## src/rtl/mac_mult_pipe_if.sv

```systemverilog
// Operand/result bus of mac_mult_pipe. The sat signal exists only when
// MAC_MULT_PIPE_SAT_EN is defined.
//
// Handshake: a beat moves on any cycle where valid && ready are both high at
// the rising clock edge. A producer may change valid/data freely while ready
// is low, and once out_valid is high the consumer sees stable data until the
// beat is taken.
interface mac_mult_pipe_if #(
  parameter int MIN_WIDTH = 8,
  parameter int LANES     = 4,
  parameter int CFG_WIDTH = 2,
  parameter int ACC_WIDTH = 48
);
  logic                       in_valid;
  logic                       in_ready;
  logic                       in_first;
  logic [CFG_WIDTH-1:0]       cfg;
  logic [MIN_WIDTH-1:0]       b;
  logic [LANES*MIN_WIDTH-1:0] a;
  logic                       out_valid;
  logic                       out_ready;
  logic [ACC_WIDTH-1:0]       out_data;
  logic                       cfg_err;
`ifdef MAC_MULT_PIPE_SAT_EN
  logic                       sat;
`endif

  modport master (
    output in_valid, in_first, cfg, b, a, out_ready,
    input  in_ready, out_valid, out_data, cfg_err
`ifdef MAC_MULT_PIPE_SAT_EN
    , input sat
`endif
  );

  modport slave (
    input  in_valid, in_first, cfg, b, a, out_ready,
    output in_ready, out_valid, out_data, cfg_err
`ifdef MAC_MULT_PIPE_SAT_EN
    , output sat
`endif
  );
endinterface

```

## src/rtl/mac_mult_pipe.sv

```systemverilog
// Precision-configurable multiply-accumulate: 2-stage pipeline with a running accumulator.
// Define MAC_MULT_PIPE_SAT_EN for a saturating accumulator and a sat output flag.
module mac_mult_pipe #(
  parameter int MIN_WIDTH = 8,
  parameter int LANES     = 4,
  parameter int CFG_WIDTH = 2,
  parameter int ACC_WIDTH = 48
) (
  input logic            clk,
  input logic            rst,
  mac_mult_pipe_if.slave bus
);
  localparam int PW        = 2 * MIN_WIDTH;
  localparam int LOG_LANES = $clog2(LANES);

  logic [PW-1:0]        r_pp [LANES];
  logic                 r_s1_valid;
  logic                 r_s1_first;
  logic                 r_s1_err;
  logic                 r_first_pend;
  logic                 r_s2_valid;
  logic [ACC_WIDTH-1:0] r_acc;
  logic                 r_err;

  logic                 w_s1_adv;
  logic                 w_in_fire;
  logic                 w_err;
  logic [PW-1:0]        w_pp [LANES];
  logic [ACC_WIDTH-1:0] w_prod;
  logic [ACC_WIDTH-1:0] w_base;
  logic [ACC_WIDTH-1:0] w_sum;
`ifdef MAC_MULT_PIPE_SAT_EN
  logic                 w_carry;
  logic                 r_sat;
`endif

  // S1 drains into S2 whenever S2 is empty or is being emptied this cycle.
  assign w_s1_adv     = r_s1_valid && (!r_s2_valid || bus.out_ready);
  assign bus.in_ready = !r_s1_valid || w_s1_adv;
  assign w_in_fire    = bus.in_valid && bus.in_ready;
  assign w_err        = (bus.cfg > CFG_WIDTH'(LOG_LANES));

  always_comb begin
    for (int i = 0; i < LANES; i++) begin
      w_pp[i] = '0;
      if (!w_err && (i < (1 << bus.cfg)))
        w_pp[i] = PW'(bus.a[i*MIN_WIDTH +: MIN_WIDTH]) * PW'(bus.b);
    end
  end

  always_ff @(posedge clk) begin
    if (rst) begin
      r_s1_valid   <= 1'b0;
      r_s1_first   <= 1'b0;
      r_s1_err     <= 1'b0;
      r_first_pend <= 1'b1;
      for (int i = 0; i < LANES; i++) r_pp[i] <= '0;
    end else if (w_in_fire) begin
      r_s1_valid   <= 1'b1;
      r_s1_first   <= bus.in_first || r_first_pend;
      r_s1_err     <= w_err;
      r_first_pend <= 1'b0;
      for (int i = 0; i < LANES; i++) r_pp[i] <= w_pp[i];
    end else if (w_s1_adv) begin
      r_s1_valid <= 1'b0;
    end
  end

  always_comb begin
    w_prod = '0;
    for (int i = 0; i < LANES; i++)
      w_prod = w_prod + (ACC_WIDTH'(r_pp[i]) << (i * MIN_WIDTH));
  end

  assign w_base = r_s1_first ? '0 : r_acc;
`ifdef MAC_MULT_PIPE_SAT_EN
  assign {w_carry, w_sum} = {1'b0, w_base} + {1'b0, w_prod};
`else
  assign w_sum = w_base + w_prod;
`endif

  // The accumulator is the output register, so a held result is never re-added.
  always_ff @(posedge clk) begin
    if (rst) begin
      r_s2_valid <= 1'b0;
      r_acc      <= '0;
      r_err      <= 1'b0;
`ifdef MAC_MULT_PIPE_SAT_EN
      r_sat      <= 1'b0;
`endif
    end else if (w_s1_adv) begin
      r_s2_valid <= 1'b1;
      r_err      <= r_s1_err;
`ifdef MAC_MULT_PIPE_SAT_EN
      r_acc      <= w_carry ? '1 : w_sum;
      r_sat      <= w_carry;
`else
      r_acc      <= w_sum;
`endif
    end else if (bus.out_ready) begin
      r_s2_valid <= 1'b0;
    end
  end

  assign bus.out_valid = r_s2_valid;
  assign bus.out_data  = r_acc;
  assign bus.cfg_err   = r_err;
`ifdef MAC_MULT_PIPE_SAT_EN
  assign bus.sat       = r_sat;
`endif
endmodule

```

## src/flat_wrapper.sv

```systemverilog
// flat-port wrapper written by rule: the top's interface ports become plain ports
module mac_mult_pipe_flat 
#(
  parameter int MIN_WIDTH = 8,
  parameter int LANES     = 4,
  parameter int CFG_WIDTH = 2,
  parameter int ACC_WIDTH = 48
)
  (clk, rst, bus_in_valid, bus_in_first, bus_cfg, bus_b, bus_a, bus_out_ready, bus_in_ready, bus_out_valid, bus_out_data, bus_cfg_err);
  mac_mult_pipe_if #(.MIN_WIDTH(MIN_WIDTH), .LANES(LANES), .CFG_WIDTH(CFG_WIDTH), .ACC_WIDTH(ACC_WIDTH)) bus_i ();
  input logic clk;
  input logic rst;
  input wire logic [$bits(bus_i.in_valid)-1:0] bus_in_valid;
  input wire logic [$bits(bus_i.in_first)-1:0] bus_in_first;
  input wire logic [$bits(bus_i.cfg)-1:0] bus_cfg;
  input wire logic [$bits(bus_i.b)-1:0] bus_b;
  input wire logic [$bits(bus_i.a)-1:0] bus_a;
  input wire logic [$bits(bus_i.out_ready)-1:0] bus_out_ready;
  output wire logic [$bits(bus_i.in_ready)-1:0] bus_in_ready;
  output wire logic [$bits(bus_i.out_valid)-1:0] bus_out_valid;
  output wire logic [$bits(bus_i.out_data)-1:0] bus_out_data;
  output wire logic [$bits(bus_i.cfg_err)-1:0] bus_cfg_err;
  assign bus_i.in_valid = bus_in_valid;
  assign bus_i.in_first = bus_in_first;
  assign bus_i.cfg = bus_cfg;
  assign bus_i.b = bus_b;
  assign bus_i.a = bus_a;
  assign bus_i.out_ready = bus_out_ready;
  assign bus_in_ready = bus_i.in_ready;
  assign bus_out_valid = bus_i.out_valid;
  assign bus_out_data = bus_i.out_data;
  assign bus_cfg_err = bus_i.cfg_err;
  mac_mult_pipe #(.MIN_WIDTH(MIN_WIDTH), .LANES(LANES), .CFG_WIDTH(CFG_WIDTH), .ACC_WIDTH(ACC_WIDTH)) u_core (.clk(clk), .rst(rst), .bus(bus_i));
endmodule
```

## config.mk

```make
export PLATFORM = sky130hd
export DESIGN_NAME = mac_mult_pipe_flat
export DESIGN_NICKNAME = d
export VERILOG_FILES = /design/src/rtl/mac_mult_pipe_if.sv /design/src/rtl/mac_mult_pipe.sv /design/src/flat_wrapper.sv
export SDC_FILE = /design/constraint.sdc
export NUM_CORES = 1
export LEC_CHECK = 0
export CORE_MARGIN = 2
export CORE_UTILIZATION = 50
export CTS_BUF_LIST = sky130_fd_sc_hd__clkbuf_8
export CTS_CLUSTER_DIAMETER = 200
export DETAILED_ROUTE_END_ITERATION = 10
export DONT_BUFFER_PORTS = 1
export GPL_ROUTABILITY_DRIVEN = 0
export SLEW_MARGIN = 15
export SYNTH_ARGS = -nofsm -noshare
export SYNTH_HDL_FRONTEND = slang
export SYNTH_SLANG_ARGS = --single-unit
export TNS_END_PERCENT = 20
```

## constraint.sdc

```tcl
create_clock -name clk -period 11.4 [get_ports clk]
set_clock_uncertainty 0.05 [all_clocks]
set_input_delay 2.28 -clock clk [delete_from_list [all_inputs] [get_ports clk]]
set_output_delay 2.28 -clock clk [all_outputs]
set_load 0.02 [all_outputs]
```

==> metrics, run 1 <==
Primary FF master, synth edfxtp_1; non-filler instance count after layout 2175; drt drc 0; most frequent cells in the layout ha_1 (257), nand2_1 (237), inv_1 (206), fa_1 (163), and2_1 (140); Die Width 183.4 µm; uppermost layer routed met4; Area Growth Syn to Fin 4.697%; switch share 42.56%; DRT Pass-1 Iters 5; CTS max path bufs 2; antenna fix cells 0; clk root buf clkbuf_8; Async S/R FF share, synth 0%; final worst-path cycle share 55.31%; antenna-violating nets left 0; Power Density 139.2 nW/µm²; WL met3 1593 µm; via/cell ratio 5.400; Reg clk slew, reported paths 80 ps; Max Transition Viols Final 0; met2 WL post-DR 15290 µm; Net Switching 998.3 µW; placed insts 2143; Period minus WS final 6305 ps; Post-Syn Nets 2265; core footprint 31640 µm²; final WL 36230 µm; part of the power in registers 23.7%; combinational share of power 57.8%; worst slew pin tran 859.0 ps; Post-synth EDFFs 64; CTS-repair resized insts 0; status finished clean; Post-Synthesis Cells 1798; startpoint types flip-flop; DR vias 11740; CP required 11700 ps; maxcap violations 0; leak pwr 0.008417 µW; I/O Pins 98; Yosys Warn Count 0; average size of a mapped cell 8.949 µm²; Max rail drop VDD 0.07431 mV; total CTS buffers 17; vias in the first global route 11840; Yosys cell types 60; Sink Count 118; Die H 183.4 µm; post-synthesis sequential area ratio 18.66%; Avg WL per Cell 16.66 µm; crit path DAT 6610 ps; Synth Register Bits 118; Netlist Area Pre-Place 16090 µm²; Layout Nets 2227; post-CTS setup repair buffer count 0; CTS tree done; row count 65; CP max FO 8; Pint 1347 µW; hold_buf cts 0; setup TNS 0 ps; Slew HR 42.74%; largest net degree at the start of global routing 68; H-tree lvl count 4; Buffers on Ports 0; Max Freq 0.1586 GHz; Iter 0 DRT Violations 664; final hold vios 0; worst skew pair latency 460 ps; layout cells sized above 1 2.820%; antenna violations before repair 0; RSZ-0062 raised after global routing no; WL met1 18880 µm; WS Path Type reg -> reg; gr usage total 22.47%; worst hold path type reg -> reg; most common cell after layout, fill and taps aside ha_1; nature of the critical path endpoint flip-flop; initial core utilization 50.86%; Die ar. 33630 µm²; DP HPWL 28740 µm; Final Setup Violations 0; clock power share 18.5%; gr ovfl total 0; first-pass GRT wire length 60800 µm
==> flip-flops by register name, indices dropped and copies added, names as in the netlist <==
name                  cells
u_core.r_first_pend       1
u_core.r_s1_err           1
u_core.r_s1_first         1
u_core.r_pp              64
u_core.bus.out_valid      1
u_core.bus.cfg_err        1
u_core.r_s1_valid         1
u_core.bus.out_data      48
==> cells in the mapped netlist (12+ instances only) <==
| cell | count | share of area [%] |
|---|---|---|
| xor2_1 | 39 | 2.1 |
| clkbuf_1 | 50 | 1.2 |
| nor2b_1 | 56 | 2.2 |
| a21oi_1 | 113 | 3.5 |
| inv_1 | 206 | 4.8 |
| a21o_1 | 31 | 1.4 |
| nor3_1 | 30 | 0.93 |
| fa_1 | 163 | 20 |
| and2_1 | 140 | 5.4 |
| and3_1 | 20 | 0.78 |
| edfxtp_1 | 64 | 12 |
| dfxtp_1 | 54 | 6.7 |
| nor2_1 | 92 | 2.1 |
| ha_1 | 257 | 20 |
| o21ai_0 | 48 | 1.5 |
| nand2b_1 | 14 | 0.54 |
| xnor2_1 | 50 | 2.7 |
| a211oi_1 | 12 | 0.56 |
| nand2_1 | 237 | 5.5 |
==> stage by stage <==
stage	hold slack [ps]	setup slack (ps)	cell area [µm²]	utilization [%]	power (µW)
final	399.1	5095	16850	53.25	2346
after global routing	413.9	4747	16850	53.25	2581
after CTS	402.6	5077	16850	53.25	2364
after detailed placement	389.4	4848	16400	51.84	1907
after global placement	382.7	4963	16400	51.84	1904
after floorplan	377.3	4983	16090	-	1641
==> worst paths after layout <==
kind              slack (ps)                       to  depth (start not counted)         startpoint
setup / recovery        5100  u_core.bus.out_data[46]                         23  u_core.r_pp[1][0]
hold / removal           400       u_core.bus.cfg_err                          2    u_core.r_s1_err
setup reg to reg        5100  u_core.bus.out_data[46]                         23  u_core.r_pp[1][0]
hold reg to reg          400       u_core.bus.cfg_err                          2    u_core.r_s1_err
==> power by group through the flow <==
stage	clock [µW]	combinational [µW]	sequential, µW
after floorplan	0	1090	550
after global placement	0	1340	566
after detailed placement	0	1340	567
after CTS	444	1360	557
after global routing	460	1560	564
final	434	1350	557
==> critical path, stage by stage, from the launching register on <==
cell and delay [ps]:
edfxtp_1 380, ha_1 230, fa_1 400, a21o_1 180
a21oi_1 220, o21bai_1 90, a21oi_1 220, o21bai_1 90
a21oi_1 270, nor2b_1 100, and2_1 190, nand3_1 120
fa_1 420, inv_1 80, fa_1 420, ha_1 450
nand4_1 200, or3_1 470, a2111oi_4 310, o21ai_2 160
o31a_1 350, o211ai_2 330, nand3_1 140, mux2_4 310
==> metal layers <==
layer,track usage (%),vias up
li1,-,5872
met1,34.00,5614
met5,0,-
met3,3.157,35
met4,5.152,0
met2,33.93,223
==> cell families (layout without fill, tap and decap cells) <==
kind of cell,after synthesis,after routing,share of synthesized area (%)
XOR/XNOR,89,89,4.844
AO/OA/AOI/OAI,274,274,10.68
flip-flops,118,118,18.66
AND/OR/NAND/NOR,628,628,19.14
multiplexers,2,2,0.1555
adder cells (fa/ha/maj),420,420,40.26
buffers and inverters,267,242,6.260
==> area by class of cell <==
class	count	area, µm²
Tap cell	402	503.0
Multi-Input combinational cell	1413	12090
Inverter	206	773.2
Clock buffer	18	247.7
Fill cell	3010	14790
Clock inverter	14	197.7
Timing Repair Buffer	4	30.03
Sequential cell	118	3004
No activity file was read; power rests on OpenSTA's default activity.
==> run 2: changes to the inputs <==
==> constraint.sdc (replaced) <==
create_clock -name clk -period 6.04 [get_ports clk]
set_clock_uncertainty 0.05 [all_clocks]
set_input_delay 1.208 -clock clk [delete_from_list [all_inputs] [get_ports clk]]
set_output_delay 1.208 -clock clk [all_outputs]
set_load 0.02 [all_outputs]
==> run 2 against run 1 <==
  * Combinational power up 88%
  * Wire length down 1.8%
  * Global-route usage down 0.40 points
  * Flip-flop and latch count unchanged
  * Critical endpoint unchanged
  * Largest cell class unchanged
==> metrics, run 2 (same netlist as run 1, synthesis figures left out) <==
row count 65 (unchanged); antenna fix cells 0 (unchanged); Reg2Reg Setup Slack 260 ps (-4840 ps); Sink Count 118 (unchanged); DP HPWL 28320 µm (-1.5%); Buffers on Ports 0 (unchanged); final worst-path cycle share 95.78% (+40 points); HP Start u_core.r_s1_err; Iter 0 DRT Violations 626 (-5.7%); nature of the critical path endpoint flip-flop; Area Growth Syn to Fin 4.572%; worst hold path stage count 2 (unchanged); Die ar. 33630 µm² (unchanged); layout cells sized above 1 3.153% (+0.33 points); Reg clk slew, reported paths 90 ps (about the same); cell area after layout 16830 µm² (-0.12%); H-tree lvl count 4 (unchanged); DR vias 11930 (+1.5%); CP max FO 7 (-1); most common cell after layout, fill and taps aside ha_1; area of the multi-input gates 12100 µm² (about the same); Layout Nets 2230 (+0.13%); Total Power 4321 µW (+84%); Fill cells 2973 (-1.2%); Period minus WS final 5785 ps (-520.0 ps); worst slew pin tran 950.2 ps (+91.26 ps); Max Freq 0.1729 GHz (+9.0%); Reg2Reg Depth 22 (-4.3%); largest net degree at the start of global routing 68 (unchanged); gr usage total 22.06% (-0.40 points); Die H 183.4 µm (unchanged); Worst Hold Endpoint u_core.bus.cfg_err; drt drc 0 (unchanged); Slew HR 36.65% (-6.1 points); clk root buf clkbuf_8; core footprint 31640 µm² (unchanged); slowest cell on the critical path fa_1; status finished clean; vias in the first global route 12010 (+1.5%); max reg flops 64 (unchanged); worst hold path type reg -> reg; CP required 6350 ps (-5350 ps); via/cell ratio 5.475 (+1.4%); setup TNS 0 ps (unchanged); RSZ-0062 raised after global routing no; Placed Area 16420 µm² (about the same); leak pwr 0.008407 µW (-0.12%); startpoint types flip-flop; worst skew pair latency 460 ps (about the same); CTS max path bufs 2 (unchanged); critical-path cell list ha_1 > fa_1 > a21o_1 > a21oi_1 > o21bai_1 > a21oi_1 > o21bai_1 > a21oi_2 > nor2b_1 > and2_1 > xor2_1 > fa_1 > ha_1 > ha_2 > nand4_1 > or3_4 > a2111oi_4 > o21ai_2 > o31a_1 > o211ai_2 > nand3_1 > mux2_4; DRT Pass-1 Iters 7 (+2); final hold slack 398.8 ps (-0.2290 ps); worst r2r dst u_core.bus.out_data[46]; register area 3004 µm² (unchanged); Die Width 183.4 µm (unchanged); final WL 35570 µm (-1.8%); antenna violations before repair 0 (unchanged); maxcap violations 0 (unchanged); final hold vios 0 (unchanged); first-pass GRT wire length 60300 µm (-0.82%); Avg WL per Cell 16.33 µm (-2.0%); gr ovfl total 0 (unchanged); CP peak stage delay 450 ps (-20 ps); I/O Pins 98 (unchanged); Top reg by flops u_core.r_pp; CTS tree done; Power Density 256.8 nW/µm² (+84%); Final Setup Violations 0 (unchanged); Critical R2R Launch u_core.r_pp[1][0]; initial core utilization 50.86% (unchanged); WS Path Type reg -> reg; most frequent cells in the layout ha_1 (256), nand2_1 (237), inv_1 (206), fa_1 (163), and2_1 (140); total CTS buffers 17 (unchanged); Max Transition Viols Final 0 (unchanged); antenna-violating nets left 0 (unchanged); Max rail drop VDD 0.1468 mV (+98%); crit path DAT 6100 ps (-510 ps)
-- run 2: cell count changes in the layout (fill, tap and decap cells not counted), sizes merged --
cell    previous run  this run
clkbuf            18        17
clkinv             6         3
buf                4         7
inv              208       215
bufinv             4         1
-- run 2: critical path, delay by kind of cell (launching register included) --
family | cells | cell delay, ps
AO/OA/AOI/OAI | 10 | 1950
XOR/XNOR | 1 | 180
adder cells (fa/ha/maj) | 5 | 1800
flip-flops | 1 | 380
multiplexers | 1 | 310
AND/OR/NAND/NOR | 5 | 1030
-- run 2: where the power goes --
| part | switching (µW) | total (µW) | internal [µW] |
|---|---|---|---|
| clock | 383 | 725 | 342 |
| combinational | 1420 | 2540 | 1120 |
| sequential | 110 | 1060 | 947 |
-- run 2: layout make-up --
| cell class | count | area share, % |
|---|---|---|
| Clock buffer | 17 | 1.391 |
| Clock inverter | 15 | 0.9369 |
| Inverter | 206 | 4.595 |
| Multi-Input combinational cell | 1413 | 71.92 |
| Sequential cell | 118 | 17.85 |
| Tap cell | 402 | 2.989 |
| Timing Repair Buffer | 7 | 0.3123 |
-- run 2: timing repair --
item | 4_1_cts | 5_1_grt
gates resized for setup | 0 | 4
endpoints found under the setup margin | 0 | 3
setup buffers | 0 | 1
hold buffers | 0 | 0
-- run 2: routing by layer --
metal	share of wire [%]	vias to the layer above	global-route usage (%)
met5	0	-	0
met4	1.3	0	4.960
met3	4.7	36	3.535
met2	43	230	34.34
met1	51	5777	32.28
li1	-	5882	-
-- run 2: how the worst max path moves through the flow --
stage	start	endpoint	slack (ps)
global placement	u_core.r_pp[1][0]	u_core.bus.out_data[46]	270
floorplan	u_core.r_pp[1][0]	u_core.bus.out_data[46]	470
global route	u_core.r_pp[0][8]	u_core.bus.out_data[46]	0.8
finish	u_core.r_pp[1][0]	u_core.bus.out_data[46]	260
detailed placement	u_core.r_pp[1][0]	u_core.bus.out_data[46]	130
CTS	u_core.r_pp[1][0]	u_core.bus.out_data[46]	130
-- run 2: metrics by stage --
step                      utilization, %  setup WS [ps]  cells
after global placement             51.89          265.5   2145
after floorplan                        -          474.6   1798
after detailed placement           51.89          130.9   2145
after CTS                          53.13          133.6   2177
after global routing               53.19         0.8487   2178
final                              53.19          255.1   2178
